===== src/rtl/mem_port_arbiter.sv =====
// mem_port_arbiter: shares the single RAM port between instruction fetch and
// the load/store stage. One access is granted per cycle; the response comes
// back one cycle later and is routed to the owner of the in-flight access.
// Optional feature macro: MEM_ARB_STARVE_EN enables the fetch starvation guard.
module mem_port_arbiter #(
    parameter logic [63:0] PC_START   = 64'h8000_0000,
    parameter int          STARVE_MAX = 4
) (
    input  logic        clk,
    input  logic        rst_n,
    input  logic        inst_req,
    input  logic [63:0] inst_addr,
    output logic        inst_gnt,
    output logic        inst_rvalid,
    output logic [63:0] inst_rdata,
    input  logic        data_req,
    input  logic        data_we,
    input  logic [63:0] data_addr,
    input  logic [63:0] data_wdata,
    input  logic [63:0] data_wmask,
    output logic        data_gnt,
    output logic        data_done,
    output logic [63:0] data_rdata,
    output logic        ram_en,
    output logic [63:0] ram_ridx,
    input  logic [63:0] ram_rdata,
    output logic        ram_wen,
    output logic [63:0] ram_widx,
    output logic [63:0] ram_wdata,
    output logic [63:0] ram_wmask,
    output logic        if_stall,
    output logic        me_stall
);

    localparam logic [1:0] OWN_NONE = 2'd0;
    localparam logic [1:0] OWN_INST = 2'd1;
    localparam logic [1:0] OWN_DATA = 2'd2;

    // The counter is 4 bits wide, so the limit must fit in 1..15.
    if (STARVE_MAX < 1 || STARVE_MAX > 15) begin : g_starve_range
        $error("mem_port_arbiter: STARVE_MAX must be in 1..15");
    end

    logic [1:0]  own_q, own_d;
    logic        st_q, st_d;
    logic [63:0] inst_idx, data_idx;
    logic        data_rd;

`ifdef MEM_ARB_STARVE_EN
    localparam logic [3:0] STARVE_LIM = 4'(STARVE_MAX);
    logic [3:0] starve_q, starve_d;
`endif

    // Grant: lone requester wins; on a collision data wins unless fetch has
    // been starved long enough. Everything is forced low while in reset.
    always_comb begin
        inst_gnt = 1'b0;
        data_gnt = 1'b0;
        if (rst_n) begin
            if (inst_req && data_req) begin
`ifdef MEM_ARB_STARVE_EN
                inst_gnt = (starve_q == STARVE_LIM);
`else
                inst_gnt = 1'b0;
`endif
                data_gnt = !inst_gnt;
            end else begin
                inst_gnt = inst_req;
                data_gnt = data_req;
            end
        end
    end

    // RAM request side: byte addresses become doubleword indices relative to
    // PC_START with plain 64-bit wrap; unused fields are held at zero.
    always_comb begin
        inst_idx  = (inst_addr - PC_START) >> 3;
        data_idx  = (data_addr - PC_START) >> 3;
        data_rd   = data_gnt && !data_we;
        ram_en    = inst_gnt || data_rd;
        ram_ridx  = inst_gnt ? inst_idx : (data_rd ? data_idx : 64'd0);
        ram_wen   = data_gnt && data_we;
        ram_widx  = ram_wen ? data_idx   : 64'd0;
        ram_wdata = ram_wen ? data_wdata : 64'd0;
        ram_wmask = ram_wen ? data_wmask : 64'd0;
    end

    // Response side: route registered RAM data to whoever owned last cycle's
    // access. A completing store returns zero data.
    always_comb begin
        inst_rvalid = (own_q == OWN_INST);
        data_done   = (own_q == OWN_DATA);
        inst_rdata  = inst_rvalid ? ram_rdata : 64'd0;
        data_rdata  = (data_done && !st_q) ? ram_rdata : 64'd0;
    end

    // Stalls to the hazard unit. The outstanding term is kept for clarity;
    // every access completes in its response cycle so it never fires alone.
    always_comb begin
        if_stall = rst_n && inst_req && !inst_gnt;
        me_stall = rst_n && ((data_req && !data_gnt) ||
                             ((own_q == OWN_DATA) && !data_done));
    end

    // Next owner, store flag and starvation count.
    always_comb begin
        own_d = inst_gnt ? OWN_INST : (data_gnt ? OWN_DATA : OWN_NONE);
        st_d  = data_gnt && data_we;
`ifdef MEM_ARB_STARVE_EN
        starve_d = 4'd0;
        if (inst_req && !inst_gnt)
            starve_d = (starve_q == STARVE_LIM) ? starve_q : starve_q + 4'd1;
`endif
    end

    // State registers; reset drops any in-flight response.
    always_ff @(posedge clk or negedge rst_n) begin
        if (!rst_n) begin
            own_q    <= OWN_NONE;
            st_q     <= 1'b0;
`ifdef MEM_ARB_STARVE_EN
            starve_q <= 4'd0;
`endif
        end else begin
            own_q    <= own_d;
            st_q     <= st_d;
`ifdef MEM_ARB_STARVE_EN
            starve_q <= starve_d;
`endif
        end
    end

endmodule

===== config.mk =====
export PLATFORM = sky130hd
export DESIGN_NAME = mem_port_arbiter
export DESIGN_NICKNAME = d
export VERILOG_FILES = /design/src/rtl/mem_port_arbiter.sv
export SDC_FILE = /design/constraint.sdc
export NUM_CORES = 1
export LEC_CHECK = 0
export ABC_CLOCK_PERIOD_IN_PS = 2400
export CORE_AREA = 10 10 267 269
export DETAILED_ROUTE_END_ITERATION = 12
export DIE_AREA = 0 0 277 279
export GPL_TIMING_DRIVEN = 0
export RECOVER_POWER = 100
export SLEW_MARGIN = 30
export SYNTH_ARGS = -nofsm -noshare
export SYNTH_HDL_FRONTEND = slang
export SYNTH_SLANG_ARGS = --single-unit

===== constraint.sdc =====
create_clock -name clk -period 2.4 [get_ports clk]
set_input_delay 0.36 -clock clk [delete_from_list [all_inputs] [get_ports clk]]
set_output_delay 0.36 -clock clk [all_outputs]
set_load 0.005 [all_outputs]

* Word-level counts from Yosys, hierarchy flattened *
Index checks and enable logic that the tools add are counted.

operators by class
  add/sub/neg operators = 2
  eq/ne operators = 2
  mux-type cells = 13
  reductions and logical operators = 13

operators by type and width
  cell                                                                    count
  64-bit two-way mux                                                      4
  61-bit two-way mux                                                      3
  64-bit by 32-bit subtractor with 64-bit output (second input constant)  2
  1-bit logical AND                                                       8
  1-bit zero test                                                         4
  1-bit two-way mux                                                       4
  2-bit two-way mux                                                       2
  2-bit by 1-bit equality test with 1-bit output (second input constant)  1
  2-bit equality test (second input constant)                             1
  1-bit logical OR                                                        1

word-level totals
  flip-flop bits (word level) = 3
  bits of input ports = 325
  output and inout port bits = 392
  word-level logic and storage cells = 32

* Depth between registers and ports, before layout *
  depth in word-level cells = 6
  depth in mapped cells = 7

* Least setup slack after synthesis *
Ideal clock, no wire load.

  kind = input-to-output
  from = in inst_addr[31]
  to = out ram_ridx[60]
  arrival = 1.792 ns
  data required time = 2.040 ns
  path slack = 0.248 ns
  stages = 7
  buffers on the path = 0
  path through = inv_1 ha_1 nor3b_1 nand4_1 nor4_1 xnor2_1 o22ai_1

between the ends
  word-level cells in the longest chain between the ends = 2

RTL lines
  item                                            line  RTL
  start, declared                                 12    input logic [63:0] inst_addr,
  64-bit by 32-bit subtractor with 64-bit output  77    inst_idx = (inst_addr - PC_START) >> 3;
  61-bit two-way mux                              81    ram_ridx = inst_gnt ? inst_idx : (data_rd ? data_idx : 64'd0);
  end, declared                                   25    output logic [63:0] ram_ridx,

Every way passes these cells.

* Worst setup path in the final report *
  from = in data_addr[56]
  to = out ram_ridx[60]

between the ends
  word-level cells in the longest chain between the ends = 3

RTL lines
  item                                            line  RTL
  start, declared                                 18    input logic [63:0] data_addr,
  64-bit by 32-bit subtractor with 64-bit output  78    data_idx = (data_addr - PC_START) >> 3;
  61-bit two-way mux (2 in a row)                 81

Every way passes these cells.

==> results.py <==
metrics = {
    "global_routing": {
        "antenna_found_initial": 28,
        "grt_pass1_vias": 8452,
        "grt_pass1_wl_um": 74400,
        "grt_max_degree": 12,
        "grt_use_total_pct": 13.60,
        "grt-ovfl-total": 0,
    },
    "clock_network": {
        "max-clock-path-buffers": 2,
        "tritoncts": "yes",
        "clock_sinks": 3,
        "root_buffer": "clkbuf_16",
        "cts_buffers": 3,
        "clkTransAtPathRegs_ns": 0.03,
        "htree_levels": 1,
    },
    "place": {
        "hpwl_um": 50380,
        "port_buffers": 703,
        "routabilityCongestion": 0.8850,
        "dp.cells": 2199,
        "post-place-ws_ns": -2.656,
    },
    "routing": {
        "drt-initial-drc-count": 312,
        "drc": 0,
        "antenna_left": 0,
        "viasPerCell": 3.472,
        "wl_um": 57140,
        "route.vias.total": 7975,
        "dr.pass1.iters": 4,
        "wl_per_cell_um": 24.88,
    },
    "die": {
        "die_w_um": 277,
        "floorplan.initialDensity_pct": 6.038,
        "dieArea_sq_mm": 0.07728,
        "die_h_um": 279,
        "rows": 94,
        "core_area_sq_mm": 0.06563,
        "io_pins": 717,
    },
    "synthesis": {
        "yosysUniqueCellTypes": 37,
        "ys_seq_area_share_pct": 1.895,
        "avgSynthCellArea_sq_um": 6.330,
        "ys.warnings.count": 0,
        "ys_ff_latch": 3,
        "netlist_instances": 626,
        "synth_area_sq_mm": 0.003963,
    },
    "timing": {
        "finalSetupViolations": 133,
        "fin_setup_tns_ns": -9.572,
        "hold_violations": 0,
        "grt_setup_unrepaired": "true",
        "worstMarginPinSlew_ns": 0.5585,
        "worst_slack_ns": -0.1880,
        "max_freq_mhz": 386.4,
        "period_needed_ns": 2.588,
        "slew_viol_final": 0,
        "hold_slack_ns": 0.4146,
        "min_period_over_period_pct": 107.8,
        "slew_headroom_pct": 62.50,
    },
    "layout": {
        "layout_commonest_cell": "clkdlybuf4s50_1",
        "final_cell_mix": "clkdlybuf4s50_1, and2_1, dlygate4sd2_1",
        "drive_gt1_share_pct": 25.25,
        "final_cells": 2297,
        "final_nets": 1754,
        "area_delta_synth_final_pct": 249.4,
    },
    "setup_path": {
        "worstSetupPathType": "primary input to output port",
        "arrival_ns": 2.23,
        "cp_max_fo": 4,
        "critPathLaunchType": "primary input",
        "end_kind": "output port",
        "cp-startpoint": "data_addr[56]",
        "cp_data_required_time_ns": 2.04,
        "crit_path_end": "ram_ridx[60]",
    },
    "pwr": {
        "power.switching_mw": 0.7545,
        "switching_share_pct": 37.58,
        "clockPowerShare_pct": 14.1,
        "p_int_mw": 1.253,
        "power.leakage_nw": 6.440,
        "pwr-share-seq_pct": 2.9,
        "ir_drop_mv": 0.1637,
        "power_density_mw_per_mm2": 145.0,
        "power_frac_comb_pct": 83.0,
        "power.total_mw": 2.008,
    },
    "min_path": {
        "min_path_type": "primary input to flop",
    },
    "status": {
        "status": "finished with violations",
        "violations": "negative setup slack",
    },
    "flow_run": {
        "maxCapViolCount": 0,
    },
}
-- per-stage QoR --
| stage | util [%] | area, sq um |
|---|---|---|
| finish | 21.10 | 13850 |
| global route | 21.07 | 13830 |
| CTS | 20.74 | 13610 |
| detailed placement | 18.44 | 12100 |
| global placement | 18.44 | 12100 |
| floorplan | - | 3985 |
-- power groups by stage --
stage	registers (mW)	clock network (mW)	logic [mW]
floorplan	0.0543	0	0.340
global placement	0.0588	0	1.57
detailed placement	0.0587	0	1.57
CTS	0.0596	0.298	1.68
global route	0.0584	0.303	1.77
finish	0.0572	0.283	1.67
-- cells by family after synthesis --
kind of cell,synth area share [%]
AO/OA/AOI/OAI,11.94
XOR/XNOR,13.26
adder cells (fa/ha/maj),0.6314
buffers and inverters,6.536
flip-flops,1.894
other,0.09464
AND/OR/NAND/NOR,65.65
-- layout make-up --
cell class                      instances  area [sq um]
Clock buffer                            4         78.83
Fill cell                            7328         51780
Buffer                                 55         503.0
Timing Repair Buffer                  791          7511
Inverter                                6         45.04
Sequential cell                         3         76.32
Multi-Input combinational cell        567          4533
Antenna cell                            7         17.52
Tap cell                              864          1081
-- state kept, by name (all words and copies together) (netlist names) --
register	cells
own_q	2
st_q	1
-- repair_timing --
item | 4_1_cts | 5_1_grt
buffers inserted | 59 | 28
pin swaps | 73 | 63
endpoints found under the hold margin | 3 | 0
cloned | 3 | 0
resized for setup | 785 | 175
hold buffers | 1 | 0
endpoints found under the setup margin | 384 | 126
-- worst min path at each step --
stage	from	endpoint	slack, ns	cells after the start
after floorplan	rst_n	own_q[0]	0.06	0
after global placement	rst_n	st_q	0.78	1
after detailed placement	rst_n	st_q	0.78	1
after CTS	data_req	own_q[1]	0.41	2
after global routing	data_req	own_q[1]	0.41	2
final	data_req	own_q[1]	0.41	2
-- Yosys cell counts, drive strengths merged --
cell | number | area (sq um)
ha | 2 | 25.02
nand2b | 3 | 18.77
conb | 1 | 3.750
xor2 | 7 | 61.31
buf | 9 | 60.06
o31a | 2 | 17.52
inv | 6 | 22.52
a22o | 28 | 245.2
nand4 | 2 | 18.77
and3 | 1 | 6.260
nor4b | 1 | 23.77
or4 | 5 | 41.29
or3 | 8 | 55.05
nor4 | 24 | 183.9
nor3b | 2 | 20.02
xnor2 | 53 | 464.2
nor3 | 23 | 115.1
nand3 | 4 | 30.03
nand2 | 14 | 52.55
nor2b | 4 | 25.02
o22ai | 32 | 200.2
dfrtp | 3 | 75.07
o21ai | 2 | 10.01
and2 | 286 | 1789
or2 | 1 | 6.260
nand4b | 1 | 8.760
nor2 | 55 | 206.5
clkbuf | 47 | 176.4
-- worst max-delay path: stages --
cell and delay, ns:
buf_8 0.11, or4_4 0.52, or3_4 0.38, nor4b_4 0.35, xnor2_2 0.19, o22ai_1 0.14
buf_2 0.17
-- per-layer routing --
layer | track usage [%] | share of wire (%) | vias to the layer above
met3 | 7.928 | 14 | 78
met2 | 23.40 | 47 | 535
met1 | 14.50 | 37 | 3653
li1 | - | - | 3667
met5 | 0 | 0.48 | -
met4 | 1.923 | 1.7 | 42
Power figures use the tool's default switching activity.
